### config.mk
export PLATFORM = sky130hd
export DESIGN_NAME = pipe_hazard_ctrl
export DESIGN_NICKNAME = d
export VERILOG_FILES = /design/src/rtl/pipe_hazard_ctrl.sv
export SDC_FILE = /design/constraint.sdc
export NUM_CORES = 1
export LEC_CHECK = 0
export CORE_UTILIZATION = 45
export DETAILED_ROUTE_END_ITERATION = 12
export PLACE_DENSITY = 0.77
export SYNTH_ARGS = -nofsm -noshare
export SYNTH_HDL_FRONTEND = slang
export SYNTH_SLANG_ARGS = --single-unit
### constraint.sdc
create_clock -name clk_i -period 2.5 [get_ports clk_i]
set_input_delay 0.25 -clock clk_i [delete_from_list [all_inputs] [get_ports clk_i]]
set_output_delay 0.25 -clock clk_i [all_outputs]
set_load 0.01 [all_outputs]
### src/rtl/pipe_hazard_ctrl.sv
// pipe_hazard_ctrl: pipeline stall/flush control for load-use, taken-branch and multi-cycle memory hazards, with saturating perf counters, memory-timeout flag; ports: clk_i, rst_i (async low), ID/EX hazard inputs, memory req/ack, pipe-register write/flush enables, stall_cnt_o, flush_cnt_o, err_o
module pipe_hazard_ctrl #(
  parameter int RA_W    = 5,
  parameter int CNT_W   = 16,
  parameter int MEM_TMO = 15
) (
  input  logic             clk_i,
  input  logic             rst_i,
  input  logic [RA_W-1:0]  ifid_rs_i,
  input  logic [RA_W-1:0]  ifid_rt_i,
  input  logic             ifid_use_rt_i,
  input  logic             idex_memread_i,
  input  logic [RA_W-1:0]  idex_rt_i,
  input  logic             branch_taken_i,
  input  logic             mem_req_i,
  input  logic             mem_ack_i,
  output logic             pc_write_o,
  output logic             ifid_write_o,
  output logic             ifid_flush_o,
  output logic             idex_write_o,
  output logic             idex_flush_o,
  output logic             exmem_write_o,
  output logic             memwb_flush_o,
  output logic [CNT_W-1:0] stall_cnt_o,
  output logic [CNT_W-1:0] flush_cnt_o,
  output logic             err_o
);
  localparam int WW = $clog2(MEM_TMO + 1);
  localparam logic [0:0] RUN   = 1'b0;
  localparam logic [0:0] MWAIT = 1'b1;
  logic [0:0]       state_q, state_d;
  logic [WW-1:0]    wcnt_q, wcnt_d;
  logic [CNT_W-1:0] stall_q, stall_d, flush_q, flush_d;
  logic             err_q, err_d;
  logic             mem_wait, br, lu;
  always_comb begin
    mem_wait      = rst_i & mem_req_i & ~mem_ack_i;
    br            = rst_i & branch_taken_i & ~mem_wait;
    lu            = rst_i & ~mem_wait & ~branch_taken_i & idex_memread_i & (|idex_rt_i) &
                    ((idex_rt_i == ifid_rs_i) | (ifid_use_rt_i & (idex_rt_i == ifid_rt_i)));
    pc_write_o    = ~(mem_wait | lu);
    ifid_write_o  = ~(mem_wait | lu);
    idex_write_o  = ~mem_wait;
    exmem_write_o = ~mem_wait;
    memwb_flush_o = mem_wait;
    ifid_flush_o  = br;
    idex_flush_o  = br | lu;
    state_d       = mem_wait ? MWAIT : RUN;
    // first wait cycle counts as 1 so the flag fires on the MEM_TMO+1-th unacked edge
    wcnt_d        = !mem_wait ? '0 : (state_q == RUN) ? WW'(1) :
                    (wcnt_q == WW'(MEM_TMO)) ? wcnt_q : wcnt_q + WW'(1);
    err_d         = err_q | (mem_wait & (wcnt_q == WW'(MEM_TMO)));
    stall_d       = (!pc_write_o && !(&stall_q)) ? stall_q + CNT_W'(1) : stall_q;
    flush_d       = (br && !(&flush_q)) ? flush_q + CNT_W'(1) : flush_q;
    stall_cnt_o   = stall_q;
    flush_cnt_o   = flush_q;
    err_o         = err_q;
  end
  always_ff @(posedge clk_i or negedge rst_i) begin
    if (!rst_i) begin
      state_q <= RUN;
      wcnt_q  <= '0;
      stall_q <= '0;
      flush_q <= '0;
      err_q   <= 1'b0;
    end else begin
      state_q <= state_d;
      wcnt_q  <= wcnt_d;
      stall_q <= stall_d;
      flush_q <= flush_d;
      err_q   <= err_d;
    end
  end
endmodule
# Yosys cells after proc, flatten, opt, wreduce, memory -nomap -nowiden
# Cells that the tools add are included.
# word_totals
word_cells	42
out_inout_bits	40
mem_count	0
mem_bits_rw	0
rom_bits	0
regBits	38
latch_bits	0
# classes
shift	0
n_mux	4
addsub	3
div_mod_pow	0
bitwise	19
eq_ne	4
multipliers	0
n_reduce_logical	7
order_cmp	0
# op_table
op	count
$add A16 B1 Y16 const B	2
$reduce_and A16 Y1	2
$mux W4	3
$and A1 B1 Y1	11
$eq A5 B5 Y1	2
$reduce_or A5 Y1	1
$add A4 B1 Y4 const B	1
$eq A4 B4 Y1 const B	1
$not A1 Y1	4
$or A1 B1 Y1	4
$ne A3 B3 Y1 const B	1
$logic_and A1 B1 Y1	2
$logic_not A1 Y1	2
$mux W1	1

# Logic depth before layout (Yosys ltp)
# Gate-level depths: netlist (run 1).
# logic_depth
depth_word	10
depth_mapped	7
mapped_depth_nobuf	7

# Worst setup path after synthesis (run 1)
# No wires, ideal clock.
# synth_path
path_type	input to output
start	in idex_rt_i[1]
end	out pc_write_o
n_path_buf	2
arrival_ns	1.645
slack_ns	0.605
path_stages	7
t_required_ns	2.250
path_cell_list	or4_1 nor2_1 nor3b_2 a21oi_4 buf_6 nand2b_1 buf_4
# synth_via
elab_chain_len	6
word_cells_on_any_way	9
cone_classes	eq/ne: 2; bitwise: 6; reduce/logical: 1
# synth_lines
element	line_no	rtl
start: declaration	13	input logic [RA_W-1:0] idex_rt_i,
$eq A5 B5 Y1	40	((idex_rt_i == ifid_rs_i) | (ifid_use_rt_i & (idex_rt_i == ifid_rt_i)));
$and A1 B1 Y1	40	
$or A1 B1 Y1	40	
$and A1 B1 Y1 *	39	lu = rst_i & ~mem_wait & ~branch_taken_i & idex_memread_i & (|idex_rt_i) &
$or A1 B1 Y1 *	-	
$not A1 Y1 *	-	
end: declaration	17	output logic pc_write_o,
# Every way passes the cells marked *; elsewhere a longest branch is shown, timed or not.

# Final worst setup path (run 1)
# layout_path
start	in idex_rt_i[1]
end	out idex_flush_o
# layout_via
elab_chain_len	5
word_cells_on_any_way	8
cone_classes	eq/ne: 2; bitwise: 5; reduce/logical: 1
# layout_lines
element	line_no	rtl
$eq A5 B5 Y1	40	
$and A1 B1 Y1	40	
$or A1 B1 Y1	40	
$and A1 B1 Y1 *	39	
$or A1 B1 Y1 *	47	idex_flush_o = br | lu;
end: declaration	21	output logic idex_flush_o,
# Marks and branches as above.

==> run_results.csv, run 1 <==
group,metric,value,unit
yosys,muxShareOfSynthArea,0.0290,
die,coreArea,4350,um^2
global_routing,antenna_found_initial,0,
power_and_ir_drop,ir_drop,0.494,mV
setup_path,crit_fanout,3,
die,rows,24,
yosys,synthSimpleGateAreaFrac,0.245,
sta,slew_viol_final,0,
die,start_util,0.466,
setup_path,ff2ff_setup_slack,480,ps
detailed_routing,first_pass_iters,4,
yosys,yosysSeqAreaShare,0.469,
yosys,synth_top_family_by_area,"simple AND/OR/NAND/NOR gates",
global_routing,grt_start_max_net_pins,37,
power_and_ir_drop,p_leak,1.22,nW
outcome,outcome,"finished, final reports clean",
die,die-height,69.1,um
global_routing,grt_usage,0.188,
yosys,synth.distinct_cells,42,
detailed_routing,drtIter0Drc,24,
sta,hold_viol,0,
placed_design,placed_area,2700,um^2
final_layout,diodes,0,
sta,timing.final.ws_setup,106,ps
final_layout,areaGrowthSynthToFinish,39.3,%
placed_design,dpl_worst_slack,-47.5,ps
clock_tree,clockBufferDepth,2,
job,drv_cap,0,
detailed_routing,routed_wl,4300,um
clock_tree,insertion_delay,280,ps
sta,tns,0,ps
yosys,synthTopCellsByArea,"dfrtp_1 47%, xnor2_1 9.1%, xor2_1 6.9%",
yosys,synth_area_leader_cell,"dfrtp_1",
sta,timing.hold.ws,393,ps
detailed_routing,vias,1669,
yosys,synth_area,2030,um^2
sta,fmax,418,MHz
setup_path,ff2ff_path_depth,5,
sta,clock_skew,2.83,ps
die,io_pins,62,
yosys,synth_top_area_share,0.469,
clock_tree,cts_max_level,2,
sta,min_period_over_period,0.958,
yosys,syn_inst,192,
yosys,yosys-top-cells-count,"38 x dfrtp_1, 26 x nand2_1, 21 x xnor2_1",
sta,rsz0062_at_grt,"no",
yosys,synth-edff-count,0,
clock_tree,cts_setup_buffers,0,
clock_tree,cts_buffers,5,
clock_tree,clockRootBuffer,"clkbuf_8",
final_layout,stdcell_count,313,
yosys,ys_async_sr_fraction,1.00,
detailed_routing,drc,0,
die,die_w,69.1,um
clock_tree,cts_tree,"yes",
setup_path,rr_endpoint,"flush_cnt_o[1]",
yosys,syn-num-nets,217,
setup_path,path_class,"in -> out",
placed_design,io_buffer_count,61,
placed_design,gp_congestion,0.788,
setup_path,cp.arrival,2140,ps
yosys,yosysMostFrequentCell,"dfrtp_1",
yosys,yosysWarnings,0,
clock_tree,clock_sinks,38,
power_and_ir_drop,cellPowerDensity,640,nW/um^2
yosys,synth-seq-cells,38,
final_layout,nFillCells,354,
setup_path,cp_data_required_time,2250,ps
detailed_routing,ant_nets,0,
setup_path,cp-end-kind,"primary output",
final_layout,fin_nets,286,
yosys,synthAdderAreaFrac,0.0185,
detailed_routing,viasPerCell,5.33,
placed_design,dp_cells,305,
sta,slew-limit-headroom,0.614,
global_routing,grt_remaining_overflow,0,
sta,worst_pin_slew,579,ps
yosys,syn_avg_cell_area,10.6,um^2
die,die-area,4780,um^2
setup_path,reg2reg_from,"flush_cnt_o[10]",
sta,post-route-min-period,2390,ps
detailed_routing,wl_per_cell,13.7,um
clock_tree,path_clk_slew,70,ps
yosys,synth_top_flop_cell,"dfrtp_1",
sta,setup-violations-final,0,
setup_path,start_kind,"primary input",
yosys,synth_compound_area_frac,0.0593,
placed_design,hpwl,3210,um
yosys,synth_xor_xnor_area_share,0.160,
final_layout,drive_gt1_frac,0.0996,
final_layout,design_area,2820,um^2
global_routing,first_global_vias,1643,
global_routing,grt_pass1_wl,7330,um
min_path,hold_path_class,"in -> async",
setup_path,worstSetupStartpoint,"idex_rt_i[1]",
[layout by cell type (no fill, tap or decap), drive strengths merged, types with 2 or more instances in the layout]
| cell | netlist | routed |
|---|---|---|
| a21oi | 5 | 5 |
| and3 | 5 | 5 |
| and4 | 2 | 2 |
| buf | 4 | 5 |
| clkbuf | 0 | 6 |
| clkdlybuf4s50 | 0 | 58 |
| dfrtp | 38 | 38 |
| dlygate4sd2 | 0 | 2 |
| ha | 3 | 3 |
| inv | 2 | 2 |
| mux2 | 4 | 4 |
| nand2 | 26 | 26 |
| nand2b | 2 | 2 |
| nand3 | 14 | 14 |
| nand4 | 8 | 8 |
| nor2 | 13 | 13 |
| nor3 | 4 | 4 |
| nor3b | 3 | 3 |
| nor4 | 6 | 6 |
| nor4b | 3 | 3 |
| xnor2 | 21 | 21 |
| xor2 | 16 | 16 |
[layer usage]
layer,vias up,track usage,wire (um)
met5,-,0,0
met4,0,0.0771,61
met3,7,0.0541,222
met2,44,0.309,2030
met1,808,0.232,1980
li1,810,-,-
[worst max-delay path by stage]
stage	endpoint	slack (ps)	depth (start not counted)
floorplan	pc_write_o	610	7
global placement	pc_write_o	-20	7
detailed placement	ifid_write_o	-50	7
CTS	idex_flush_o	90	7
global route	idex_flush_o	20	7
finish	idex_flush_o	110	7
[registers in the layout (all words and copies together), names as in the netlist]
| name | flops |
|---|---|
| state_q | 1 |
| stall_cnt_o | 16 |
| flush_cnt_o | 16 |
| err_o | 1 |
| wcnt_q | 4 |
[cell type report]
| class | instances | area (um^2) | share of cell area |
|---|---|---|---|
| multi-input cells | 148 | 1040 | 0.370 |
| flip-flops and latches | 38 | 951 | 0.337 |
| repair buffers | 66 | 643 | 0.228 |
| clock buffers | 6 | 82.6 | 0.0293 |
| well taps | 52 | 65.1 | 0.0230 |
| clock inverters | 1 | 30.0 | 0.0106 |
| inverters | 2 | 7.51 | 0.00266 |
[kinds of logic (layout without fill, tap and decap cells)]
group	count (synthesis)	in the layout
xor+xnor	37	37
flops	38	38
buf+inv	6	75
compound gates	13	13
mux	5	5
fa+ha+maj	3	3
simple gates	90	90
[metrics by stage]
stage / power [W] / util
5_1_grt: 0.00190 / 0.648
6_report: 0.00181 / 0.648
3_5_place_dp: 0.00130 / 0.619
3_3_place_gp: 0.00129 / 0.619
2_1_floorplan: 0.00102 / -
4_1_cts: 0.00182 / 0.647
[report_power, final]
part | total (W) | leakage, nW | switching (W) | internal, W
combinational | 0.000481 | 0.657 | 0.000198 | 0.000283
clock | 0.000522 | 0.0573 | 0.000203 | 0.000319
sequential | 0.000804 | 0.511 | 0.000106 | 0.000698
total | 0.00181 | 1.22 | 0.000507 | 0.00130
[timing repair]
item / 4_1_cts / 5_1_grt
endpoints found under the setup margin: 2 / 1
pin swaps: 0 / 0
endpoints found under the hold margin: 5 / 0
resized for setup: 2 / 1
hold buffers: 1 / 0
[worst max-delay path, cell delays in order]
cell             delay (ps)
clkdlybuf4s50_1         470
or4_1                   540
nor2_1                  130
nor3b_2                  80
a21oi_1                 150
nor2_1                   50
clkdlybuf4s50_1         480
Note: power is estimated with default switching activity, not from simulation.
==> run 2, diff against run 1 <==
--- a/config.mk
+++ b/config.mk
@@ -5,9 +5,11 @@
 export SDC_FILE = /design/constraint.sdc
 export NUM_CORES = 1
 export LEC_CHECK = 0
+export ABC_AREA = 1
+export ABC_CLOCK_PERIOD_IN_PS = 2500
 export CORE_UTILIZATION = 45
 export DETAILED_ROUTE_END_ITERATION = 12
-export PLACE_DENSITY = 0.77
+export PLACE_DENSITY = 0.75
 export SYNTH_ARGS = -nofsm -noshare
 export SYNTH_HDL_FRONTEND = slang
 export SYNTH_SLANG_ARGS = --single-unit
==> run 2 against run 1 <==
  * Critical path type unchanged
  * Sequential power decreased by 3.7%
  * Highest routed layer unchanged
  * Maximum frequency increased by 2.8%
  * Combinational power decreased by 16%
  * Largest power group unchanged
  * Critical endpoint is now ifid_write_o
==> run_results.csv, run 2 <==
group,metric,value,unit
setup_path,path_class,"in -> out",
sta,hold_viol,0,
final_layout,areaGrowthSynthToFinish,34.4,%
final_layout,diodes,0,
detailed_routing,vias,2151,
sta,tns,0,ps
placed_design,gp_congestion,0.900,
global_routing,grt_start_max_net_pins,36,
sta,rsz0062_at_grt,"no",
detailed_routing,drc,0,
detailed_routing,ant_nets,0,
global_routing,grt_remaining_overflow,0,
setup_path,crit_top_cell,"nand2_1",
global_routing,antenna_found_initial,0,
detailed_routing,first_pass_iters,4,
setup_path,cp-end-kind,"primary output",
setup_path,cp_data_required_time,2250,ps
yosys,yosysSeqAreaShare,0.410,
clock_tree,path_clk_slew,80,ps
yosys,synth.distinct_cells,24,
yosys,ys_async_sr_fraction,1.00,
die,die_w,73.8,um
yosys,syn_avg_cell_area,7.41,um^2
die,coreArea,4850,um^2
yosys,synth_area,2320,um^2
placed_design,io_buffer_count,61,
yosys,yosysWarnings,0,
clock_tree,clockBufferDepth,2,
yosys,yosys-top-cells-count,"105 x nand2_1, 38 x dfrtp_1, 37 x inv_1",
sta,setup-violations-final,0,
clock_tree,cts_tree,"yes",
sta,worst_pin_slew,449,ps
final_layout,fin_nets,403,
detailed_routing,wl_per_cell,11.7,um
yosys,synthTopCellsByArea,"dfrtp_1 41%, nand2_1 17%, nand3_1 6.9%",
sta,slew-limit-headroom,0.701,
yosys,synth_top_area_share,0.410,
yosys,synth-edff-count,0,
yosys,syn-num-nets,338,
yosys,synth_area_leader_cell,"dfrtp_1",
placed_design,hpwl,3880,um
outcome,outcome,"finished, final reports clean",
job,drv_cap,0,
power_and_ir_drop,cellPowerDensity,586,nW/um^2
yosys,synth_top_flop_cell,"dfrtp_1",
setup_path,crit_fanout,7,
final_layout,mostFrequentLayoutCells,"105 x nand2_1, 60 x clkdlybuf4s50_1, 38 x dfrtp_1",
die,rows,25,
detailed_routing,drtIter0Drc,91,
die,start_util,0.478,
setup_path,slowest_stage,"clkdlybuf4s50_1",
setup_path,start_kind,"primary input",
die,die-area,5450,um^2
die,io_pins,62,
setup_path,critPathMaxStageDelay,540,ps
final_layout,design_area,3120,um^2
clock_tree,cts_buffers,5,
final_layout,drive_gt1_frac,0.0633,
sta,fmax,429,MHz
detailed_routing,routed_wl,5220,um
clock_tree,insertion_delay,290,ps
final_layout,layout_commonest_cell,"nand2_1",
die,die-height,73.8,um
sta,clock_skew,7.29,ps
min_path,hold_path_class,"in -> async",
sta,min_period_over_period,0.932,
power_and_ir_drop,ir_drop,0.618,mV
sta,post-route-min-period,2330,ps
sta,slew_viol_final,0,
clock_tree,clock_sinks,38,
clock_tree,clockRootBuffer,"clkbuf_8",
detailed_routing,viasPerCell,4.82,
setup_path,crit_chain,"dlygate4sd3_1, buf_2, nand2_2, nand4_1, nor2_1, nand2_1, nand2_1, inv_1, clkdlybuf4s50_1",
power_and_ir_drop,p_leak,1.55,nW
yosys,yosysMostFrequentCell,"nand2_1",
global_routing,grt_usage,0.214,
yosys,syn_inst,313,
clock_tree,cts_max_level,2,
placed_design,placed_area,2960,um^2
yosys,synth-seq-cells,38,
global_routing,first_global_vias,1989,
global_routing,grt_pass1_wl,8870,um
setup_path,cp.arrival,2080,ps
run 2: cell count changes in the layout (fill, tap and decap cells not counted), sizes merged, moves of 3 or more:
| cell | change |
|---|---|
| nor4b | -3 |
| nor2 | +24 |
| nor3b | -3 |
| inv | +37 |
| a21oi | -3 |
| nand4 | -3 |
| nand2 | +84 |
| nand3 | +18 |
| mux2 | -4 |
| xnor2 | -11 |
| and3 | -5 |
| nor3 | +5 |
| nor4 | -6 |
run 2: area by class of cell:
type                            instances  area [um^2]
Clock inverter                          2         60.1
Tap cell                               67         83.8
Inverter                               39          146
Clock buffer                            6         82.6
Sequential cell                        38          951
Multi-Input combinational cell        230         1160
Timing Repair Buffer                   64          631
Fill cell                             440         1730
run 2: routing by layer:
layer,track usage,part of all wire,up-vias
li1,-,-,1095
met1,0.285,0.49,1004
met2,0.348,0.46,42
met3,0.0425,0.037,10
met4,0.0684,0.013,0
met5,0,0,-
run 2: cell families after synthesis:
logic type,share of synthesized area
AO/OA/AOI/OAI,0.0162
XOR/XNOR,0.106
adder cells (fa/ha/maj),0.0162
buffers and inverters,0.0890
flip-flops,0.410
AND/OR/NAND/NOR,0.363
run 2: worst paths after layout:
check | start | cells after the start | endpoint | slack [ps]
min | rst_i | 2 | flush_cnt_o[12] | 320
max | rst_i | 9 | ifid_write_o | 170
min in group clk_i | err_o | 1 | err_o | 480
min reg2reg | err_o | 1 | err_o | 480
max in group asynchronous | rst_i | 3 | stall_cnt_o[13] | 1490
max reg2reg | stall_cnt_o[0] | 11 | stall_cnt_o[8] | 720
run 2: report_power, final:
| group | total [W] | internal (W) | switching (W) |
|---|---|---|---|
| registers | 0.000774 | 0.000685 | 0.0000891 |
| clock network | 0.000650 | 0.000426 | 0.000224 |
| logic | 0.000403 | 0.000226 | 0.000177 |
run 2: metrics by stage:
stage               total power, W  hold WS [ps]  setup WS, ps   util  std cells
floorplan                 0.000956         -45.6           922      -        313
global placement           0.00118           104           285  0.611        437
detailed placement         0.00119           106           280  0.611        437
CTS                        0.00184           320           161  0.643        446
global route               0.00192           329          73.4  0.643        446
finish                     0.00183           321           171  0.643        446
run 2: worst max-delay path: cells and delay by family:
family	cells	cell delay, ps
buf+inv	4	1370
simple gates	5	460
run 2: repair_timing:
item	4_1_cts	5_1_grt
setup buffers	0	0
gates resized for setup	0	0
hold buffers	1	0
endpoints found under the hold margin	3	0
